**src/rtl/mc_ctrl_pkg.sv**
```systemverilog
// mc_ctrl shared constants: FSM states, instruction classes,
// datapath mux encodings and MIPS opcode/funct codes.
package mc_ctrl_pkg;

  typedef enum logic [3:0] {
    S_IF     = 4'd0,
    S_ID     = 4'd1,
    S_EX     = 4'd2,
    S_MEMADR = 4'd3,
    S_MEMRD  = 4'd4,
    S_MEMWR  = 4'd5,
    S_WB_ALU = 4'd6,
    S_WB_MEM = 4'd7,
    S_BR     = 4'd8
  } state_t;

  typedef enum logic [2:0] {
    C_RTYPE_ALU = 3'd0,
    C_ITYPE_ALU = 3'd1,
    C_LOAD      = 3'd2,
    C_STORE     = 3'd3,
    C_BRANCH    = 3'd4,
    C_JUMP      = 3'd5,
    C_ILLEGAL   = 3'd6
  } iclass_t;

  localparam logic [4:0] ALUOp_ADDU = 5'd0;
  localparam logic [4:0] ALUOp_ADD  = 5'd1;
  localparam logic [4:0] ALUOp_SUBU = 5'd2;
  localparam logic [4:0] ALUOp_SUB  = 5'd3;
  localparam logic [4:0] ALUOp_OR   = 5'd4;
  localparam logic [4:0] ALUOp_SLT  = 5'd5;
  localparam logic [4:0] ALUOp_LUI  = 5'd6;
  localparam logic [4:0] ALUOp_EQL  = 5'd7;
  localparam logic [4:0] ALUOp_BNE  = 5'd8;

  localparam logic [1:0] REG_MUX_SEL_RT = 2'd0;
  localparam logic [1:0] REG_MUX_SEL_RD = 2'd1;

  localparam logic [1:0] DR_MUX_SEL_ALU = 2'd0;
  localparam logic [1:0] DR_MUX_SEL_MEM = 2'd1;

  localparam logic [1:0] PC_MUX_SEL_NEWPC  = 2'd0;
  localparam logic [1:0] PC_MUX_SEL_BRANCH = 2'd1;
  localparam logic [1:0] PC_MUX_SEL_JUMP   = 2'd2;

  // The constant-4 increment shares the EXT leg of the B-operand mux.
  localparam logic ALU_SRC_MUX_SEL_REG = 1'b0;
  localparam logic ALU_SRC_MUX_SEL_EXT = 1'b1;
  localparam logic ALU_SRC_MUX_SEL_PC4 = 1'b1;

  localparam logic EXT_ZERO   = 1'b0;
  localparam logic EXT_SIGNED = 1'b1;

  localparam logic [5:0] INSTR_RTYPE_OP = 6'b000000;
  localparam logic [5:0] INSTR_J_OP     = 6'b000010;
  localparam logic [5:0] INSTR_BEQ_OP   = 6'b000100;
  localparam logic [5:0] INSTR_BNE_OP   = 6'b000101;
  localparam logic [5:0] INSTR_SLTI_OP  = 6'b001010;
  localparam logic [5:0] INSTR_ORI_OP   = 6'b001101;
  localparam logic [5:0] INSTR_LUI_OP   = 6'b001111;
  localparam logic [5:0] INSTR_LW_OP    = 6'b100011;
  localparam logic [5:0] INSTR_SW_OP    = 6'b101011;

  localparam logic [5:0] INSTR_ADD_FUNCT  = 6'b100000;
  localparam logic [5:0] INSTR_ADDU_FUNCT = 6'b100001;
  localparam logic [5:0] INSTR_SUB_FUNCT  = 6'b100010;
  localparam logic [5:0] INSTR_SUBU_FUNCT = 6'b100011;
  localparam logic [5:0] INSTR_SLT_FUNCT  = 6'b101010;

endpackage

```
**src/rtl/mc_ctrl_decode.sv**
```systemverilog
// mc_ctrl_decode: combinational opcode/func classifier and
// EX-stage ALU operation, operand source and extension select.
module mc_ctrl_decode
  import mc_ctrl_pkg::*;
(
  input  logic [5:0] i_opcode,
  input  logic [5:0] i_func,
  output iclass_t    o_cls,
  output logic [4:0] o_alu,
  output logic       o_alusrc,
  output logic       o_extop
);

  always_comb begin
    o_cls    = C_ILLEGAL;
    o_alu    = ALUOp_ADDU;
    o_alusrc = ALU_SRC_MUX_SEL_REG;
    o_extop  = EXT_ZERO;
    case (i_opcode)
      INSTR_RTYPE_OP: begin
        o_cls = C_RTYPE_ALU;
        case (i_func)
          INSTR_ADD_FUNCT:  o_alu = ALUOp_ADD;
          INSTR_ADDU_FUNCT: o_alu = ALUOp_ADDU;
          INSTR_SUB_FUNCT:  o_alu = ALUOp_SUB;
          INSTR_SUBU_FUNCT: o_alu = ALUOp_SUBU;
          INSTR_SLT_FUNCT:  o_alu = ALUOp_SLT;
          default:          o_cls = C_ILLEGAL;
        endcase
      end
      INSTR_ORI_OP: begin
        o_cls    = C_ITYPE_ALU;
        o_alu    = ALUOp_OR;
        o_alusrc = ALU_SRC_MUX_SEL_EXT;
      end
      INSTR_LUI_OP: begin
        o_cls    = C_ITYPE_ALU;
        o_alu    = ALUOp_LUI;
        o_alusrc = ALU_SRC_MUX_SEL_EXT;
      end
      INSTR_SLTI_OP: begin
        o_cls    = C_ITYPE_ALU;
        o_alu    = ALUOp_SLT;
        o_alusrc = ALU_SRC_MUX_SEL_EXT;
        o_extop  = EXT_SIGNED;
      end
      INSTR_LW_OP, INSTR_SW_OP: begin
        o_cls    = (i_opcode == INSTR_LW_OP) ? C_LOAD : C_STORE;
        o_alu    = ALUOp_ADD;
        o_alusrc = ALU_SRC_MUX_SEL_EXT;
        o_extop  = EXT_SIGNED;
      end
      INSTR_BEQ_OP: begin
        o_cls = C_BRANCH;
        o_alu = ALUOp_EQL;
      end
      INSTR_BNE_OP: begin
        o_cls = C_BRANCH;
        o_alu = ALUOp_BNE;
      end
      INSTR_J_OP: o_cls = C_JUMP;
      default: ;
    endcase
  end

endmodule

```
**src/rtl/mc_ctrl.sv**
```systemverilog
// mc_ctrl: multi-cycle MIPS control FSM with memory handshake.
// Optional perf counters under `define MC_CTRL_PERF_CNT_EN.
module mc_ctrl
  import mc_ctrl_pkg::*;
#(
  parameter int ALUCTRL_W   = 5,
  parameter int MEM_TIMEOUT = 0,
  parameter int CNT_W       = 32
)(
  input  logic                 clk,
  input  logic                 rst,
  input  logic [5:0]           opcode,
  input  logic [5:0]           func,
  input  logic                 zero,
  input  logic                 mem_ready,
  output logic                 mem_req,
  output logic                 IorD,
  output logic                 MemRead,
  output logic                 MemWrite,
  output logic                 IRWrite,
  output logic                 PCWrite,
  output logic                 PCWriteCond,
  output logic [1:0]           PC_sel,
  output logic [1:0]           IsJump,
  output logic [1:0]           RegDst,
  output logic                 RegWrite,
  output logic [1:0]           DatatoReg,
  output logic                 ALUSrc,
  output logic                 ExtOp,
  output logic [ALUCTRL_W-1:0] ALUCtrl,
  output logic                 illegal,
  output logic                 mem_err
`ifdef MC_CTRL_PERF_CNT_EN
  ,
  output logic [CNT_W-1:0]     cyc_cnt,
  output logic [CNT_W-1:0]     instr_cnt
`endif
);

  state_t      r_state, w_next;
  iclass_t     w_cls;
  logic [4:0]  w_dec_alu;
  logic        w_dec_src, w_dec_ext;
  logic [15:0] r_to_cnt;
  logic        r_mem_err;
  logic        w_req_st, w_to_hit, w_retire;

  logic       w_req, w_iord, w_rd, w_wr, w_irw, w_pcw, w_pcwc;
  logic       w_rw, w_src, w_ext, w_ill;
  logic [1:0] w_pcsel, w_jmp, w_dst, w_dr;
  logic [4:0] w_alu;

  mc_ctrl_decode u_dec (
    .i_opcode (opcode),
    .i_func   (func),
    .o_cls    (w_cls),
    .o_alu    (w_dec_alu),
    .o_alusrc (w_dec_src),
    .o_extop  (w_dec_ext)
  );

  assign w_req_st = (r_state == S_IF) || (r_state == S_MEMRD) ||
                    (r_state == S_MEMWR);
  assign w_to_hit = (MEM_TIMEOUT != 0) && w_req_st && !mem_ready &&
                    (int'(r_to_cnt) == MEM_TIMEOUT - 1);

  always_ff @(posedge clk or posedge rst) begin
    if (rst) r_state <= S_IF;
    else     r_state <= w_next;
  end

  always_ff @(posedge clk or posedge rst) begin
    if (rst) begin
      r_to_cnt  <= '0;
      r_mem_err <= 1'b0;
    end else if (w_to_hit) begin
      r_to_cnt  <= '0;
      r_mem_err <= 1'b1;
    end else if (MEM_TIMEOUT != 0 && w_req_st && !mem_ready) begin
      r_to_cnt  <= r_to_cnt + 16'd1;
    end else begin
      r_to_cnt  <= '0;
    end
  end

  always_comb begin
    w_next   = r_state;
    w_retire = 1'b0;
    w_req    = 1'b0;
    w_iord   = 1'b0;
    w_rd     = 1'b0;
    w_wr     = 1'b0;
    w_irw    = 1'b0;
    w_pcw    = 1'b0;
    w_pcwc   = 1'b0;
    w_pcsel  = PC_MUX_SEL_NEWPC;
    w_jmp    = 2'd0;
    w_dst    = REG_MUX_SEL_RT;
    w_rw     = 1'b0;
    w_dr     = DR_MUX_SEL_ALU;
    w_src    = ALU_SRC_MUX_SEL_REG;
    w_ext    = EXT_ZERO;
    w_alu    = ALUOp_ADDU;
    w_ill    = 1'b0;
    case (r_state)
      S_IF: begin
        w_req = 1'b1;
        w_rd  = 1'b1;
        w_src = ALU_SRC_MUX_SEL_PC4;
        if (mem_ready) begin
          w_irw  = 1'b1;
          w_pcw  = 1'b1;
          w_next = S_ID;
        end
      end
      S_ID: begin
        unique case (w_cls)
          C_JUMP: begin
            w_pcw    = 1'b1;
            w_pcsel  = PC_MUX_SEL_JUMP;
            w_jmp    = 2'd1;
            w_next   = S_IF;
            w_retire = 1'b1;
          end
          C_RTYPE_ALU, C_ITYPE_ALU: w_next = S_EX;
          C_LOAD, C_STORE:          w_next = S_MEMADR;
          C_BRANCH:                 w_next = S_BR;
          default: begin
            w_ill  = 1'b1;
            w_next = S_IF;
          end
        endcase
      end
      S_EX: begin
        w_alu  = w_dec_alu;
        w_src  = w_dec_src;
        w_ext  = w_dec_ext;
        w_next = S_WB_ALU;
      end
      S_WB_ALU: begin
        w_rw     = 1'b1;
        w_dst    = (w_cls == C_RTYPE_ALU) ? REG_MUX_SEL_RD
                                          : REG_MUX_SEL_RT;
        w_next   = S_IF;
        w_retire = 1'b1;
      end
      S_MEMADR: begin
        w_alu  = ALUOp_ADD;
        w_src  = ALU_SRC_MUX_SEL_EXT;
        w_ext  = EXT_SIGNED;
        w_next = (w_cls == C_STORE) ? S_MEMWR : S_MEMRD;
      end
      S_MEMRD: begin
        w_req  = 1'b1;
        w_rd   = 1'b1;
        w_iord = 1'b1;
        if (mem_ready) w_next = S_WB_MEM;
      end
      S_MEMWR: begin
        w_req  = 1'b1;
        w_wr   = 1'b1;
        w_iord = 1'b1;
        if (mem_ready) begin
          w_next   = S_IF;
          w_retire = 1'b1;
        end
      end
      S_WB_MEM: begin
        w_rw     = 1'b1;
        w_dr     = DR_MUX_SEL_MEM;
        w_next   = S_IF;
        w_retire = 1'b1;
      end
      S_BR: begin
        w_alu    = w_dec_alu;
        w_pcwc   = 1'b1;
        w_pcsel  = PC_MUX_SEL_BRANCH;
        w_next   = S_IF;
        w_retire = 1'b1;
      end
      default: w_next = S_IF;
    endcase
    // Abandon the stalled request; no retire, no IR/PC update.
    if (w_to_hit) begin
      w_next   = S_IF;
      w_retire = 1'b0;
      w_irw    = 1'b0;
      w_pcw    = 1'b0;
    end
  end

  assign mem_req     = w_req  & ~rst;
  assign IorD        = w_iord & ~rst;
  assign MemRead     = w_rd   & ~rst;
  assign MemWrite    = w_wr   & ~rst;
  assign IRWrite     = w_irw  & ~rst;
  assign PCWrite     = w_pcw  & ~rst;
  assign PCWriteCond = w_pcwc & ~rst;
  assign RegWrite    = w_rw   & ~rst;
  assign ALUSrc      = w_src  & ~rst;
  assign ExtOp       = w_ext  & ~rst;
  assign illegal     = w_ill  & ~rst;
  assign PC_sel      = rst ? 2'd0 : w_pcsel;
  assign IsJump      = rst ? 2'd0 : w_jmp;
  assign RegDst      = rst ? 2'd0 : w_dst;
  assign DatatoReg   = rst ? 2'd0 : w_dr;
  assign ALUCtrl     = rst ? '0 : ALUCTRL_W'(w_alu);
  assign mem_err     = r_mem_err & ~rst;

`ifdef MC_CTRL_PERF_CNT_EN
  logic [CNT_W-1:0] r_cyc, r_instr;
  logic             w_unused;

  always_ff @(posedge clk or posedge rst) begin
    if (rst) begin
      r_cyc   <= '0;
      r_instr <= '0;
    end else begin
      r_cyc <= r_cyc + CNT_W'(1);
      if (w_retire) r_instr <= r_instr + CNT_W'(1);
    end
  end

  assign cyc_cnt   = r_cyc;
  assign instr_cnt = r_instr;
  assign w_unused  = zero;
`else
  logic w_unused;
  assign w_unused = ^{zero, w_retire};
`endif

endmodule

```
**config.mk**
```make
export PLATFORM = sky130hd
export DESIGN_NAME = mc_ctrl
export DESIGN_NICKNAME = d
export VERILOG_FILES = /design/src/rtl/mc_ctrl_pkg.sv /design/src/rtl/mc_ctrl_decode.sv /design/src/rtl/mc_ctrl.sv
export SDC_FILE = /design/constraint.sdc
export NUM_CORES = 1
export LEC_CHECK = 0
export BUFFER_PORTS_ARGS = -buffer_cell sky130_fd_sc_hd__clkbuf_2
export CAP_MARGIN = 20
export CORE_MARGIN = 2
export CORE_UTILIZATION = 40
export DETAILED_ROUTE_END_ITERATION = 8
export PLACE_DENSITY = 0.74
export SLEW_MARGIN = 20
export SYNTH_ARGS = -nofsm -noshare
export SYNTH_HDL_FRONTEND = slang
export SYNTH_HIERARCHICAL = 1
export SYNTH_SLANG_ARGS = --single-unit
```
**constraint.sdc**
```tcl
create_clock -name clk -period 1.6 [get_ports clk]
set_input_delay 0.32 -clock clk [delete_from_list [all_inputs] [get_ports clk]]
set_output_delay 0.32 -clock clk [all_outputs]
set_load 0.05 [all_outputs]
```
==> reports/metrics.cfg, run 1 <==
[status]
status=did not finish
haltStage=global routing
error=[ERROR DPL-0038] Utilization greater than 100%, impossible to legalize

[die]
die_w_um=49.51
num_rows=16
start_util=0.4222
die_y_um=49.51
ios=41

[synth]
synth_cell_types=49
syn_avg_cell_area_um2=7.140
syn_area_um2=828.3
synth_most_common_cell=nor2_1
ys_top_cells_by_count=nor2_1, buf_4, inv_1
synth-seq-cells=4
synthCells=116
yosys.area.top_type=dfrtp_1
async_flop_share=1.000
ys_top_cells_by_area=dfrtp_1, buf_4, nor2_1
synthFlopType=dfrtp_1
yosys.area.top_type_share=0.1208
synth_warnings=6
ys_seq_area_frac=0.1208
synth_edf_count=0

[clocking]
holdBufCountCts=0
clockBufferDepth=2
htreeDepth=1
numCtsBuffers=3
cts.sinks=4
cts_root_buffer=clkbuf_4

[grt]
grt_max_degree=10

[timing]
worst-ep-kind=output port
postGrtWorstEndpoint=ALUCtrl[0]

[place]
hpwl_mm=1.991
port_buffers=34
place_congestion=0.8812

[kinds of logic after synthesis]
logic type,share of synthesized area
compound gates,0.2055
xor+xnor,0.01058
simple gates,0.5121
buf+inv,0.1420
other cells,0.009067
flops,0.1209
[repair_timing]
item	in CTS
setup buffers	9
endpoints found under the hold margin	0
endpoints found under the setup margin	21
gates resized for setup	80
gates cloned	0
pin swaps	17
[through the flow]
step	cell area, um^2	hold slack, ps	setup TNS [ps]	instances	worst slack, ps
CTS	1809	158.0	-4144	216	-452.5
detailed placement	1368	386.9	-5537	204	-598.6
global placement	1368	374.5	-4933	204	-547.0
floorplan	935.9	96.85	-2631	119	-490.7
==> inputs of run 2 (changes only) <==
--- a/config.mk
+++ b/config.mk
@@ -7,10 +7,10 @@
 export LEC_CHECK = 0
 export BUFFER_PORTS_ARGS = -buffer_cell sky130_fd_sc_hd__clkbuf_2
 export CAP_MARGIN = 20
-export CORE_MARGIN = 2
-export CORE_UTILIZATION = 40
+export CORE_AREA = 2 2 63 65
 export DETAILED_ROUTE_END_ITERATION = 8
-export PLACE_DENSITY = 0.74
+export DIE_AREA = 0 0 65 67
+export PLACE_DENSITY_LB_ADDON = 0.15
 export SLEW_MARGIN = 20
 export SYNTH_ARGS = -nofsm -noshare
 export SYNTH_HDL_FRONTEND = slang
==> constraint.sdc (replaced) <==
create_clock -name clk -period 2.1 [get_ports clk]
set_input_delay 0.42 -clock clk [delete_from_list [all_inputs] [get_ports clk]]
set_output_delay 0.42 -clock clk [all_outputs]
set_load 0.05 [all_outputs]
==> run 2 against run 1 <==
  * The flow now finishes, with violations (setup timing)
  * Synthesized area stayed put
  * Synthesized cell count stayed put
==> reports/metrics.cfg, run 2 <==
[clocking]
insertion_delay_ps=220
cts.sinks=4
clockBufferDepth=2
cts_tree=built
cts.clk_slew.worst_paths_ps=30
numCtsBuffers=3
cts_root_buffer=clkbuf_8
htreeDepth=1

[timing]
fin_ws_ps=-71.28
rsz0062_at_grt=yes
skew_ps=4.062
hold_viol_final=0
fin_crit_sh=1.034
setup_viol=4
max_freq_mhz=460.6
final_max_slew_viol_count=0
fin_tns_setup_ps=-159.6
min_period_ps=2171

[synth]
synth_cell_types=49
syn_avg_cell_area_um2=7.140
async_flop_share=1.000
ys_top_cells_by_area=dfrtp_1, buf_4, nor2_1
synth_most_common_cell=nor2_1
syn_area_um2=828.3
yosys.area.top_type=dfrtp_1
synthFlopType=dfrtp_1
synthCells=116
synth-seq-cells=4
ys_top_cells_by_count=nor2_1, buf_4, inv_1
synth_edf_count=0
synth_warnings=6
ys_seq_area_frac=0.1208
yosys.area.top_type_share=0.1208

[layout]
syn_to_final_growth_pct=88.97
drive_above_1_share=0.5852
final_nets=194
layout_common_cells=buf_4, clkbuf_2, nor2_1, inv_1, buf_8
regMostFlops=r_state
largest_reg_flops=4
fin_area_um2=1565
postLayoutCoreUtil=0.4341
antennaDiodeCount=0
reg.largest.list=r_state x4
layout_commonest_cell=buf_4

[drt]
wl_per_cell_um=12.05
vias=1034
drc_errors=0
vias_per_cell=4.616
firstDrtPassIters=5
antenna_left=0
wl_mm=2.699
first_iter_violations=54

[place]
port_buffers=34
hpwl_mm=2.123
place_congestion=0.8062
dpl_worst_slack_ps=-248.6
postPlaceCellArea_um2=1301

[pwr]
peakVddDrop_mv=0.4183
total_power_mw=1.194
power_switching_uw=620.4
internal_power_uw=573.6
p_clk_frac=0.132
power_density_nw_per_um2=762.8
power_frac_comb=0.725
p_leak_nw=0.7032
seq_power_share=0.143
switching_share=0.5196

[die]
die_y_um=67
num_rows=22
start_util=0.2297
design.core.area_um2=3606
dieArea_um2=4355
die_w_um=65
ios=41

[grt]
grt_pass1_wl_mm=4.436
first_global_vias=1005
antenna_found_initial=0
grt_max_degree=13
grt_usage=0.1270
grt.overflow.total=0

[status]
status=finished with violations
violations=setup timing

[critical_path]
r2r-start=r_state[0]
path_class=in2out
rr_worst_depth=4
worstPathRequired_ps=1680
arrival_ps=1750
startpoint_type=input pin
path_max_fanout=7
r2r_setup_slack_ps=710
cp-end-kind=primary output
timing.rr.end=r_state[0]

[flow_run]
cap_violations=0

[worst_hold_path]
min_path_type=in2async

-- run 2: cell counts after synthesis --
Identical to the previous run, type by type.
-- run 2: logic make-up (layout without fill, tap and decap cells) --
logic type / after synthesis / count (layout) / share of synthesized area
AND/OR/NAND/NOR: 66 / 66 / 0.5121
flip-flops: 4 / 4 / 0.1209
other: 2 / 5 / 0.009067
XOR/XNOR: 1 / 1 / 0.01058
buffers and inverters: 18 / 75 / 0.1420
AO/OA/AOI/OAI: 25 / 25 / 0.2055
-- run 2: cell type report --
type,count,area (um^2)
sequential,4,100.1
fill,365,2041
tap,48,60.06
inverter,7,26.28
clock buffer,3,41.29
multi-input combinational,97,787.0
timing repair buffer,65,550.5
-- run 2: metrics by stage --
step | hold WS, ps | cells
2_1_floorplan | 196.8 | 119
3_5_place_dp | 395.8 | 220
3_3_place_gp | 396.7 | 220
5_1_grt | 200.2 | 224
4_1_cts | 172.5 | 223
6_report | 170.3 | 224
-- run 2: metal layers --
layer,routed length (um),vias to the layer above,track usage
met5,0,-,0
met4,14,0,0.02128
met3,174,2,0.02703
met2,1357,37,0.2307
met1,1152,469,0.1550
li1,-,526,-
-- run 2: worst max-delay path, stage by stage --
cell      delay [ps]
clkbuf_8         130
nor3b_4          240
o21ai_4           90
a21oi_2          150
a31o_1           130
nand4b_1         140
a211oi_4         270
buf_12           170
-- run 2: how the worst max path moves through the flow --
stage / startpoint / end / slack (ps)
6_report: opcode[3] / ALUCtrl[0] / -70
2_1_floorplan: opcode[0] / IsJump[0] / -210
5_1_grt: opcode[0] / PCWrite / -150
3_3_place_gp: opcode[0] / PCWrite / -240
3_5_place_dp: opcode[0] / PCWrite / -250
4_1_cts: opcode[0] / ALUCtrl[0] / -90
-- run 2: power by group through the flow --
stage	Combinational, mW	Clock [mW]	Sequential [mW]
after global routing	0.929	0.165	0.174
after CTS	0.835	0.160	0.172
after global placement	0.795	0	0.172
after detailed placement	0.806	0	0.173
final	0.865	0.158	0.171
after floorplan	0.609	0	0.136
-- run 2: what timing repair did --
item,CTS,global route
setup endpoints to repair,10,14
buffers inserted,0,1
hold buffers,0,0
hold endpoints to repair,0,0
pin swaps,7,10
resized for setup,27,36
(Power assumes the default switching activity.)
